===== src/rtl/act_quant_stream.sv =====
// Leaky-ReLU + shift requantiser between the conv2d layer and the next stage.
// Captures a packed tensor and streams saturated narrow elements over valid/ready.
// Optional build macro ACT_QUANT_ROUND_EN selects round-half-up instead of floor.
module act_quant_stream #(
  parameter int NUM_ELEMS   = 4,
  parameter int DATA_WIDTH  = 32,
  parameter int OUT_WIDTH   = 8,
  parameter int LEAKY_MUL   = 13,
  parameter int LEAKY_SHIFT = 7,
  parameter int QUANT_SHIFT = 4,
  localparam int IDX_W      = (NUM_ELEMS > 1) ? $clog2(NUM_ELEMS) : 1
) (
  input  logic                              clk,
  input  logic                              rst,
  input  logic                              in_valid,
  input  logic [NUM_ELEMS*DATA_WIDTH-1:0]   in_tensor_flat,
  output logic                              busy,
  output logic                              out_valid,
  input  logic                              out_ready,
  output logic [OUT_WIDTH-1:0]              out_data,
  output logic [IDX_W-1:0]                  out_index,
  output logic                              out_last,
  output logic                              done,
  output logic [15:0]                       sat_count
);

  // Product width holds DATA_WIDTH x 16-bit unsigned multiplier without overflow.
  localparam int PW = DATA_WIDTH + 17;
  localparam int RW = PW + 1;

  localparam logic [IDX_W-1:0]        LAST_IDX   = IDX_W'(NUM_ELEMS - 1);
  localparam logic signed [PW-1:0]    MUL_EXT    = PW'(LEAKY_MUL & 16'hFFFF);
  localparam int                      RND_POS    = (QUANT_SHIFT > 0) ? QUANT_SHIFT - 1 : 0;
  localparam logic signed [RW-1:0]    ROUND_BIAS = (QUANT_SHIFT > 0) ? (RW'(1) << RND_POS) : '0;
  localparam longint                  Q_MAX_L    = (64'sd1 <<< (OUT_WIDTH - 1)) - 64'sd1;
  localparam logic signed [RW-1:0]    Q_MAX      = RW'(Q_MAX_L);
  localparam logic signed [RW-1:0]    Q_MIN      = RW'(-Q_MAX_L - 64'sd1);

  typedef enum logic [1:0] {
    IDLE = 2'd0,
    LOAD = 2'd1,
    SEND = 2'd2
  } state_t;

  state_t state, state_next;

  logic                            arm;
  logic [NUM_ELEMS*DATA_WIDTH-1:0] buffer;
  logic [IDX_W-1:0]                idx;

  logic capture;
  logic load_en;
  logic accept;

  logic signed [DATA_WIDTH-1:0] x_sel;
  logic signed [PW-1:0]         x_ext;
  logic signed [PW-1:0]         leaky_prod;
  logic signed [PW-1:0]         y;
  logic signed [RW-1:0]         y_wide;
  logic signed [RW-1:0]         q;
  logic                         sat_hi;
  logic                         sat_lo;
  logic                         f_sat;
  logic [OUT_WIDTH-1:0]         f_data;

  // NOTE: sequential state uses non-blocking assignments so every register
  // updates from the values present before the clock edge.
  always_ff @(posedge clk) begin
    if (rst) state <= IDLE;
    else     state <= state_next;
  end

  // NOTE: every signal driven in always_comb gets a default first, so no
  // path through the block leaves it unassigned and no latch is inferred.
  always_comb begin
    state_next = state;
    case (state)
      IDLE:    if (capture) state_next = LOAD;
      LOAD:    state_next = SEND;
      SEND:    if (accept) state_next = out_last ? IDLE : LOAD;
      default: state_next = IDLE;
    endcase
  end

  always_comb begin
    capture = 1'b0;
    load_en = 1'b0;
    accept  = 1'b0;
    case (state)
      IDLE:    capture = in_valid && arm;
      LOAD:    load_en = 1'b1;
      SEND:    accept  = out_valid && out_ready;
      default: ;
    endcase
  end

  // Leaky-ReLU, requantising shift and clamp for the element at idx.
  always_comb begin
    x_sel      = buffer[idx*DATA_WIDTH +: DATA_WIDTH];
    x_ext      = {{17{x_sel[DATA_WIDTH-1]}}, x_sel};
    leaky_prod = x_ext * MUL_EXT;
    y          = x_sel[DATA_WIDTH-1] ? (leaky_prod >>> LEAKY_SHIFT) : x_ext;
    y_wide     = {y[PW-1], y};
`ifdef ACT_QUANT_ROUND_EN
    q          = (y_wide + ROUND_BIAS) >>> QUANT_SHIFT;
`else
    q          = y_wide >>> QUANT_SHIFT;
`endif
    sat_hi     = q > Q_MAX;
    sat_lo     = q < Q_MIN;
    f_sat      = sat_hi | sat_lo;
    if (sat_hi)      f_data = Q_MAX[OUT_WIDTH-1:0];
    else if (sat_lo) f_data = Q_MIN[OUT_WIDTH-1:0];
    else             f_data = q[OUT_WIDTH-1:0];
  end

  // NOTE: the capture buffer is reset along with the control state, so a
  // reset mid-stream leaves no stale tensor behind.
  always_ff @(posedge clk) begin
    if (rst) begin
      arm       <= 1'b1;
      buffer    <= '0;
      idx       <= '0;
      busy      <= 1'b0;
      out_valid <= 1'b0;
      out_last  <= 1'b0;
      done      <= 1'b0;
      out_data  <= '0;
      out_index <= '0;
      sat_count <= '0;
    end else begin
      done <= 1'b0;

      // arm re-opens only once in_valid has been seen low, so a held level never re-captures.
      if (capture)        arm <= 1'b0;
      else if (!in_valid) arm <= 1'b1;

      if (capture) begin
        buffer <= in_tensor_flat;
        idx    <= '0;
        busy   <= 1'b1;
      end

      if (load_en) begin
        out_data  <= f_data;
        out_index <= idx;
        out_last  <= (idx == LAST_IDX);
        out_valid <= 1'b1;
        if (f_sat && (sat_count != 16'hFFFF)) sat_count <= sat_count + 16'd1;
      end

      if (accept) begin
        out_valid <= 1'b0;
        if (out_last) begin
          busy <= 1'b0;
          done <= 1'b1;
        end else begin
          idx <= idx + IDX_W'(1);
        end
      end
    end
  end

endmodule


===== config.mk =====
export PLATFORM = sky130hd
export DESIGN_NAME = act_quant_stream
export DESIGN_NICKNAME = d
export VERILOG_FILES = /design/src/rtl/act_quant_stream.sv
export SDC_FILE = /design/constraint.sdc
export NUM_CORES = 1
export LEC_CHECK = 0
export CORE_MARGIN = 8
export CORE_UTILIZATION = 35
export DETAILED_ROUTE_END_ITERATION = 12
export PLACE_DENSITY_LB_ADDON = 0.12
export SYNTH_ARGS = -nofsm -noshare
export SYNTH_HDL_FRONTEND = slang
export SYNTH_SLANG_ARGS = --single-unit
export TNS_END_PERCENT = 1

===== constraint.sdc =====
create_clock -name clk -period 14.8 [get_ports clk]
set_clock_uncertainty 0.1 [all_clocks]
set_input_delay 2.96 -clock clk [delete_from_list [all_inputs] [get_ports clk]]
set_output_delay 2.96 -clock clk [all_outputs]
set_load 0.01 [all_outputs]

# Yosys cells after proc, flatten, opt, wreduce, memory -nomap -nowiden
# Index checks and enable logic that the tools add are counted.
[word_totals] reg_bits=163 latch_bits=0 ramBits=0 mem_bits_ro=0 inputBits=132 output_inout_bits=30 wordCells=53 mem_count=0
[op_classes] addsub=2 mul=1 div_mod_pow=0 order_cmp=2 n_eq_ne=7 shifts=1 muxes=19 bitwise_logic=2 n_reduce_logical=8
[op_table] operator="$shiftx A128 B8 Y32" count=1
[op_table] operator="$mux W49" count=1
[op_table] operator="$gt A45 B8 Y1 const B" count=1
[op_table] operator="$lt A45 B8 Y1 const B" count=1
[op_table] operator="$mul A32 B5 Y37 const B" count=1
[op_table] operator="$add A16 B1 Y16 const B" count=1
[op_table] operator="$mux W8" count=2
[op_table] operator="$ne A16 B16 Y1 const B" count=1
[op_table] operator="$mux W1" count=10
[op_table] operator="$mux W2" count=5
[op_table] operator="$pmux W2 S3" count=1
[op_table] operator="$eq A2 B2 Y1 const B" count=2
[op_table] operator="$ne A2 B2 Y1 const B" count=2
[op_table] operator="$reduce_and A2 Y1" count=2
[op_table] operator="$reduce_or A2 Y1" count=2
[op_table] operator="$logic_and A1 B1 Y1" count=3
[op_table] operator="$add A2 B1 Y2 const B" count=1
[op_table] operator="$eq A2 B1 Y1 const B" count=1
[op_table] operator="$logic_not A2 Y1" count=1
[op_table] operator="$ne A2 B1 Y1 const B" count=1
[op_table] operator="$not A1 Y1" count=1
[op_table] operator="$or A1 B1 Y1" count=1

# Logic depth before layout (Yosys ltp)
# Gate-level depths: netlist of the first run.
[depth] depth_word=7 depth_mapped=25 ltp_nobuf=18

# Least setup slack after synthesis of the first run
# OpenSTA, ideal clock, no wires.
[synth_path] path_type="reg2reg" startpoint="register idx[1]" endpoint="register sat_count[15]" setup_time_ns=0.121 arrival_time_ns=6.291 required_ns=14.579 slack_ns=8.288 stages_incl_launch_ff=22 n_path_buf=5 synth_period_minus_slack_ns=6.512 path_cell_list="dfxtp_1 > buf_2 > buf_2 > buf_4 > buf_1 > mux4_2 > ha_1 > ha_1 > fa_1 > ha_1 > and3_4 > and3_4 > a211oi_2 > a2111oi_4 > or3_4 > and3_1 > o211ai_1 > o21ai_1 > a21o_1 > buf_2 > nor4_2 > mux2_4"
[synth_via] elab_chain_len=7 word_cells_on_any_way=8 cone_classes="mul (1); order compare (2); shift (1); mux (1); bitwise (1); reduce/logical (2)"
[synth_lines] item="start: declaration" line="49" rtl="logic [IDX_W-1:0] idx;"
[synth_lines] item="start signal: assignment" line="158" rtl="idx <= idx + IDX_W'(1);"
[synth_lines] item="$shiftx A128 B8 Y32 *" line="99" rtl="x_sel = buffer[idx*DATA_WIDTH +: DATA_WIDTH];"
[synth_lines] item="$mul A32 B5 Y37" line="101" rtl="leaky_prod = x_ext * MUL_EXT;"
[synth_lines] item="$mux W49 *" line="102" rtl="y = x_sel[DATA_WIDTH-1] ? (leaky_prod >>> LEAKY_SHIFT) : x_ext;"
[synth_lines] item="$gt A45 B8 Y1 / $lt A45 B8 Y1 (equally long branches)" line="109, 110"
[synth_lines] item="$or A1 B1 Y1 *" line="111" rtl="f_sat = sat_hi | sat_lo;"
[synth_lines] item="$logic_and A1 B1 Y1 *" line="149" rtl="if (f_sat && (sat_count != 16'hFFFF)) sat_count <= sat_count + 16'd1;"
[synth_lines] item="$reduce_and A2 Y1 (no source line) *"
[synth_lines] item="end signal: assignment" line="149"
[synth_lines] item="end: declaration" line="24" rtl="output logic [15:0] sat_count"
# Mark *: on every way between the ends. The rest lies on a longest branch, timed or not.
# A chain may end at the register's enable or synchronous reset.

# Worst setup path after layout of the first run
[layout_path] startpoint="register idx[1]" endpoint="register sat_count[11]"
# Same word-level chain as after synthesis.

==> metrics.yaml, run 1 <==
path_clk_slew_ps: 80
synthCells: 1406
yosys_register_bits: 163
yosys.area.top_type: "dfxtp_1"
synthesis.area_um2: 11200
vias: 10220
remaining_drc_errors: 0
place_hpwl_mm: 28.06
core.rowCount: 65
synth_edf_count: 0
r2r_slack_ps: 8050
cts_buffers: 17
worstSkewPairLatency_ps: 430
synth_top_area_share_pct: 29.13
grt.met3_usage_pct: 3.783
cp_max_fo: 33
stdcell_area_um2: 13600
synth_nets: 1665
drv_cap: 0
startpoint_type: "register"
vias_per_cell: 5.304
ys.flop_type: "dfxtp_1"
syn_area_per_cell_um2: 7.968
hold_slack_ps: 352.5
die_h_um: 194.9
dpl_cell_area_um2: 13020
max_freq_mhz: 148.2
cp-end-kind: "register"
startpoint: "idx[1]$_SDFF_PP0_"
htree_levels: 4
numPortBuffers: 161
firstDrtPassIters: 5
crit_end: "sat_count[11]$_SDFFE_PP0P_"
cts_resized: 0
setup_viol: 0
pin_count: 162
overflow: 0
reg2reg_to: "sat_count[11]$_SDFFE_PP0P_"
worstPathRequired_ps: 15060
drive_above_1_share_pct: 6.562
hold_path_class: "reg -> reg"
hold_buffers: 0
criticalPathCategory: "reg -> reg"
drt-initial-drc-count: 724
grt_pass1_wl_mm: 57.42
final_common_cell: "nand2_1"
rsz0062_at_grt: "false"
fillers: 3263
grt_pass1_vias: 10160
worstMarginPinSlew_ps: 961.1
clock_path_buffers: 2
relSlewSlack_pct: 35.93
nets: 1770
wirelength_mm: 36.40
track_usage_pct: 18.82
placed_cells: 1894
regArea_um2: 3266
synthArstFlopShare_pct: 0
gp_congestion: 0.8783
p_leak_nw: 5.351
die_area_um2: 37990
root_buffer: "clkbuf_16"
drtAntennaViolNets: 0
wl_per_cell_um: 18.89
grt.met1_usage_pct: 26.46
cts_tree: "done"
instances_no_fill: 1927
cts.sinks: 163
status: "finished clean"
cp_data_arrival_time_ps: 7000
final_cell_mix: "340 x nand2_1, 193 x a21oi_1, 161 x dfxtp_1"
finalCritPeriodShare_pct: 45.58
holdPathStages: 2
worstRegToRegCells: 19
cts_setup_buffers: 0
synth.distinct_cells: 79
grt_max_degree: 94
area.growth.synth_to_final_pct: 21.41
place_ws_ps: 8032
multi_input_area_um2: 7128
finalCriticalPeriod_ps: 6746
drv_slew: 0
powerDensity_nw_per_um2: 91.54
yosysWarnings: 0
ir_worst_vdd_mv: 0.08428
antenna_found_initial: 3
ys_top_cells_by_area: "dfxtp_1 29%, nand2_1 11%, ha_1 11%"
final-hold-violation-count: 0
dieWidth_um: 194.9
busiest_layer: "met2"
synth_seq_area_share_pct: 29.13
grtUsageMet2_pct: 29.01
coreArea_um2: 31560
layout_setup_ws_ps: 8054
r2r-start: "idx[1]$_SDFF_PP0_"
tns_ps: 0
initial_core_util_pct: 35.50
==> cell usage after synthesis, drive strengths merged, types with 3 or more instances <==
cell,instances
o31ai,14
a211o,3
mux4,34
nand2,340
o41ai,3
and2,12
fa,30
or4,16
dfxtp,163
and4,3
and3,11
nor2b,7
a211oi,17
buf,24
o211ai,7
xnor2,8
a21oi,194
a21o,4
nand3,19
o21ai,41
o21a,7
a31oi,5
o2111a,3
nor2,57
nand4,23
nor3,14
mux2i,4
o21bai,6
or3,6
nand2b,6
inv,121
clkbuf,59
xor2,6
nor4,7
ha,97
o221ai,4
==> flip-flops by register name (all words and copies together), names as in the netlist, 2 cells and up <==
signal     count
state          2
out_data       8
idx            2
buffer       128
out_index      2
sat_count     16
==> per-layer routing <==
| layer | routed length, µm | share of wire, % |
|---|---|---|
| met2 | 16120 | 44 |
| met3 | 1636 | 4.5 |
| met5 | 31 | 0.085 |
| met4 | 612 | 1.7 |
| met1 | 18000 | 49 |
==> worst max-delay path, stage by stage, from the launching register on <==
cell	delay, ps
dfxtp_2	400
buf_4	540
mux4_2	710
ha_1	340
ha_1	270
inv_1	50
fa_1	500
inv_1	40
ha_1	450
nand2_1	160
o21a_1	290
a2111oi_2	460
o21ai_1	180
o211a_1	290
mux2i_1	290
nor3_1	70
and3_1	200
a21o_1	490
or4_1	620
a21oi_1	160
==> kinds of logic (layout without fill, tap and decap cells) <==
family | Yosys count | count (layout) | share of synthesized area, %
AO/OA/AOI/OAI | 326 | 326 | 17.51
XOR/XNOR | 14 | 14 | 1.095
adder cells (fa/ha/maj) | 127 | 127 | 16.19
buffers and inverters | 204 | 322 | 7.337
flip-flops | 163 | 163 | 29.13
multiplexers | 40 | 40 | 7.427
other | 0 | 1 | 0
AND/OR/NAND/NOR | 532 | 532 | 21.31
==> report_power, final <==
group          total (mW)  internal [mW]  switching [mW]
clock network       0.439          0.226           0.213
registers           0.484          0.466          0.0180
logic               0.321          0.128           0.194
total                1.25          0.820           0.425
==> how the worst min path moves through the flow <==
stage / startpoint / end / slack, ps
finish: buffer[112]$_SDFFE_PP0P_ / buffer[112]$_SDFFE_PP0P_ / 350
global route: buffer[112]$_SDFFE_PP0P_ / buffer[112]$_SDFFE_PP0P_ / 370
CTS: buffer[112]$_SDFFE_PP0P_ / buffer[112]$_SDFFE_PP0P_ / 350
detailed placement: buffer[112]$_SDFFE_PP0P_ / buffer[112]$_SDFFE_PP0P_ / 340
global placement: buffer[14]$_SDFFE_PP0P_ / buffer[14]$_SDFFE_PP0P_ / 340
floorplan: buffer[33]$_SDFFE_PP0P_ / buffer[33]$_SDFFE_PP0P_ / 330
==> area by class of cell <==
| type | count | share of cell area (%) |
|---|---|---|
| multi-input combinational | 1039 | 52.41 |
| sequential | 163 | 24.01 |
| timing repair buffer | 169 | 12.27 |
| tap | 402 | 3.698 |
| inverter | 121 | 3.339 |
| clock buffer | 17 | 3.128 |
| clock inverter | 15 | 1.131 |
| antenna | 1 | 0.01840 |
==> per-stage QoR <==
step,utilization [%],power [mW]
global placement,41.26,0.8150
detailed placement,41.26,0.8152
CTS,43.10,1.256
floorplan,-,0.7007
global route,43.10,1.315
finish,43.10,1.245
Power figures use the tool's default switching activity.
==> inputs of run 2 (changes only) <==
==> constraint.sdc (replaced) <==
create_clock -name clk -period 5.5 [get_ports clk]
set_clock_uncertainty 0.1 [all_clocks]
set_input_delay 1.1 -clock clk [delete_from_list [all_inputs] [get_ports clk]]
set_output_delay 1.1 -clock clk [all_outputs]
set_load 0.01 [all_outputs]
==> run 2 against run 1 <==
Against the previous run: the flow now finishes with violations (setup timing); combinational power rose to 3.6 times the previous value; worst setup slack got worse by 8300 ps; global-route usage is 0.95 points higher; power grew to 3.0 times the previous value; design area up 18%; clock-buffer cell count is the same; fmax grew 18%; hold slack improved by 1.6 ps; wire length is 4.9% higher; utilization grew 7.9 points.
==> metrics.yaml, run 2 (synthesis results as in run 1) <==
status: "finished, violations left"
violations: "setup timing"
final_cell_mix: "338 x nand2_1, 195 x buf_4, 170 x a21oi_1"
wl_per_cell_um: 17.93
grt.met1_usage_pct: 25.70
clock_path_buffers: 2
place_ws_ps: -542.9
numPortBuffers: 161
rsz0062_at_grt: "true"
worstSkewPairLatency_ps: 440
die_h_um: 194.9
vias_per_cell: 5.153
grt_pass1_wl_mm: 60.59
cp_max_fo: 16
worstMarginPinSlew_ps: 720.1
core.rowCount: 65
largest_reg_flops: 128
cp-end-kind: "register"
vias: 10980
drive_above_1_share_pct: 23.84
nets: 1974
setup_viol: 23
firstDrtPassIters: 5
hold_path_class: "reg -> reg"
final_common_cell: "nand2_1"
hold_buffers: 0
cts_tree: "done"
antenna_cells: 0
initial_core_util_pct: 35.50
grt_max_degree: 144
finalCritPeriodShare_pct: 103.7
drv_slew: 0
max_freq_mhz: 175.3
fillers: 3100
die_area_um2: 37990
layout_setup_ws_ps: -204.3
dpl_cell_area_um2: 14460
r2r_slack_ps: -200
reg2reg_to: "sat_count[5]$_SDFFE_PP0P_"
gp_congestion: 0.8801
crit_end: "sat_count[5]$_SDFFE_PP0P_"
reg_top3: "buffer: 128 flops, sat_count: 16 flops, out_data: 8 flops"
relSlewSlack_pct: 52.00
criticalPathCategory: "reg -> reg"
root_buffer: "clkbuf_16"
htree_levels: 4
remaining_drc_errors: 0
area.growth.synth_to_final_pct: 43.69
overflow: 0
grtUsageMet2_pct: 33.56
antenna_found_initial: 0
drv_cap: 0
cp_data_arrival_time_ps: 5990
placed_cells: 2065
p_leak_nw: 6.479
cts.sinks: 163
stdcell_area_um2: 16100
startpoint_type: "register"
pin_count: 162
max_flop_register: "buffer"
wirelength_mm: 38.19
place_hpwl_mm: 29.56
powerDensity_nw_per_um2: 228.7
finalCriticalPeriod_ps: 5704
final-hold-violation-count: 0
worstRegToRegCells: 23
r2r-start: "idx[1]$_SDFF_PP0_"
worstPathRequired_ps: 5780
grt_pass1_vias: 11290
final_util_pct: 51.02
coreArea_um2: 31560
ir_worst_vdd_mv: 0.2184
drt-initial-drc-count: 669
startpoint: "idx[1]$_SDFF_PP0_"
track_usage_pct: 19.77
busiest_layer: "met2"
drtAntennaViolNets: 0
cts_buffers: 17
grt.met3_usage_pct: 3.386
path_clk_slew_ps: 80
instances_no_fill: 2130
dieWidth_um: 194.9
hold_slack_ps: 354.1
-- run 2: cell count changes in the layout (fill, tap and decap cells not counted), sizes merged --
| cell | before | now |
|---|---|---|
| clkinvlp | 1 | 0 |
| clkinv | 4 | 6 |
| inv | 131 | 130 |
| buf | 9 | 210 |
| clkbuf | 17 | 20 |
| diode | 1 | 0 |
-- run 2: worst min path at each step --
| stage | slack, ps | start | end | depth (start not counted) |
|---|---|---|---|---|
| after global routing | 370 | buffer[15]$_SDFFE_PP0P_ | buffer[15]$_SDFFE_PP0P_ | 2 |
| after global placement | 340 | buffer[119]$_SDFFE_PP0P_ | buffer[119]$_SDFFE_PP0P_ | 2 |
| final | 350 | buffer[91]$_SDFFE_PP0P_ | buffer[91]$_SDFFE_PP0P_ | 2 |
| after detailed placement | 350 | buffer[85]$_SDFFE_PP0P_ | buffer[85]$_SDFFE_PP0P_ | 2 |
| after CTS | 360 | buffer[115]$_SDFFE_PP0P_ | buffer[115]$_SDFFE_PP0P_ | 2 |
| after floorplan | 330 | buffer[33]$_SDFFE_PP0P_ | buffer[33]$_SDFFE_PP0P_ | 2 |
-- run 2: through the flow --
step	total power, mW	setup TNS (ps)
after floorplan	1.898	-344.0
after global placement	2.375	-9863
after detailed placement	2.374	-10030
after CTS	3.643	-3096
after global routing	3.901	-6601
final	3.682	-2906
-- run 2: layout make-up --
class,instances,area [µm²],area share (%)
multi-input cells,1039,7869,48.88
repair buffers,373,3401,21.13
flip-flops and latches,163,3268,20.30
well taps,402,503.0,3.125
inverters,121,454.2,2.821
clock buffers,17,425.4,2.643
clock inverters,15,177.7,1.104
-- run 2: what timing repair did --
action,CTS,global route
buffers inserted,20,11
endpoints found under the setup margin,23,23
endpoints found under the hold margin,0,0
pin swaps,25,62
cloned,1,3
resized for setup,51,84
-- run 2: power by group --
part	internal (mW)	switching, mW
combinational	0.557	0.608
sequential	1.25	0.0466
clock	0.617	0.599
total	2.43	1.25
-- run 2: layer usage --
| metal | routed length [µm] | vias up |
|---|---|---|
| met5 | 0 | - |
| met4 | 538 | 0 |
| met3 | 1327 | 27 |
| met2 | 18540 | 180 |
| met1 | 17770 | 5277 |
| li1 | - | 5492 |
-- run 2: critical path, cell delays in order (launching register included) --
cell and delay (ps):
dfxtp_4 400, buf_8 150, buf_12 110, mux4_2 560, ha_4 240, ha_1 280
inv_1 60, fa_1 520, inv_2 50, ha_4 300, nand4_1 160, or4_4 590
o211ai_4 230, o21ai_2 110, o211a_1 270, mux2i_2 170, buf_4 160, nand4_1 100
buf_4 130, nor3_4 40, buf_12 140, buf_12 140, or4b_4 510, a21oi_2 140
==> inputs of run 3 (changes only) <==
--- a/config.mk
+++ b/config.mk
@@ -9,6 +9,7 @@
 export CORE_UTILIZATION = 35
 export DETAILED_ROUTE_END_ITERATION = 12
 export PLACE_DENSITY_LB_ADDON = 0.12
+export SLEW_MARGIN = 15
 export SYNTH_ARGS = -nofsm -noshare
 export SYNTH_HDL_FRONTEND = slang
 export SYNTH_SLANG_ARGS = --single-unit
==> results of run 3 <==
Final layout, timing and power as in run 2 (identical DEF).
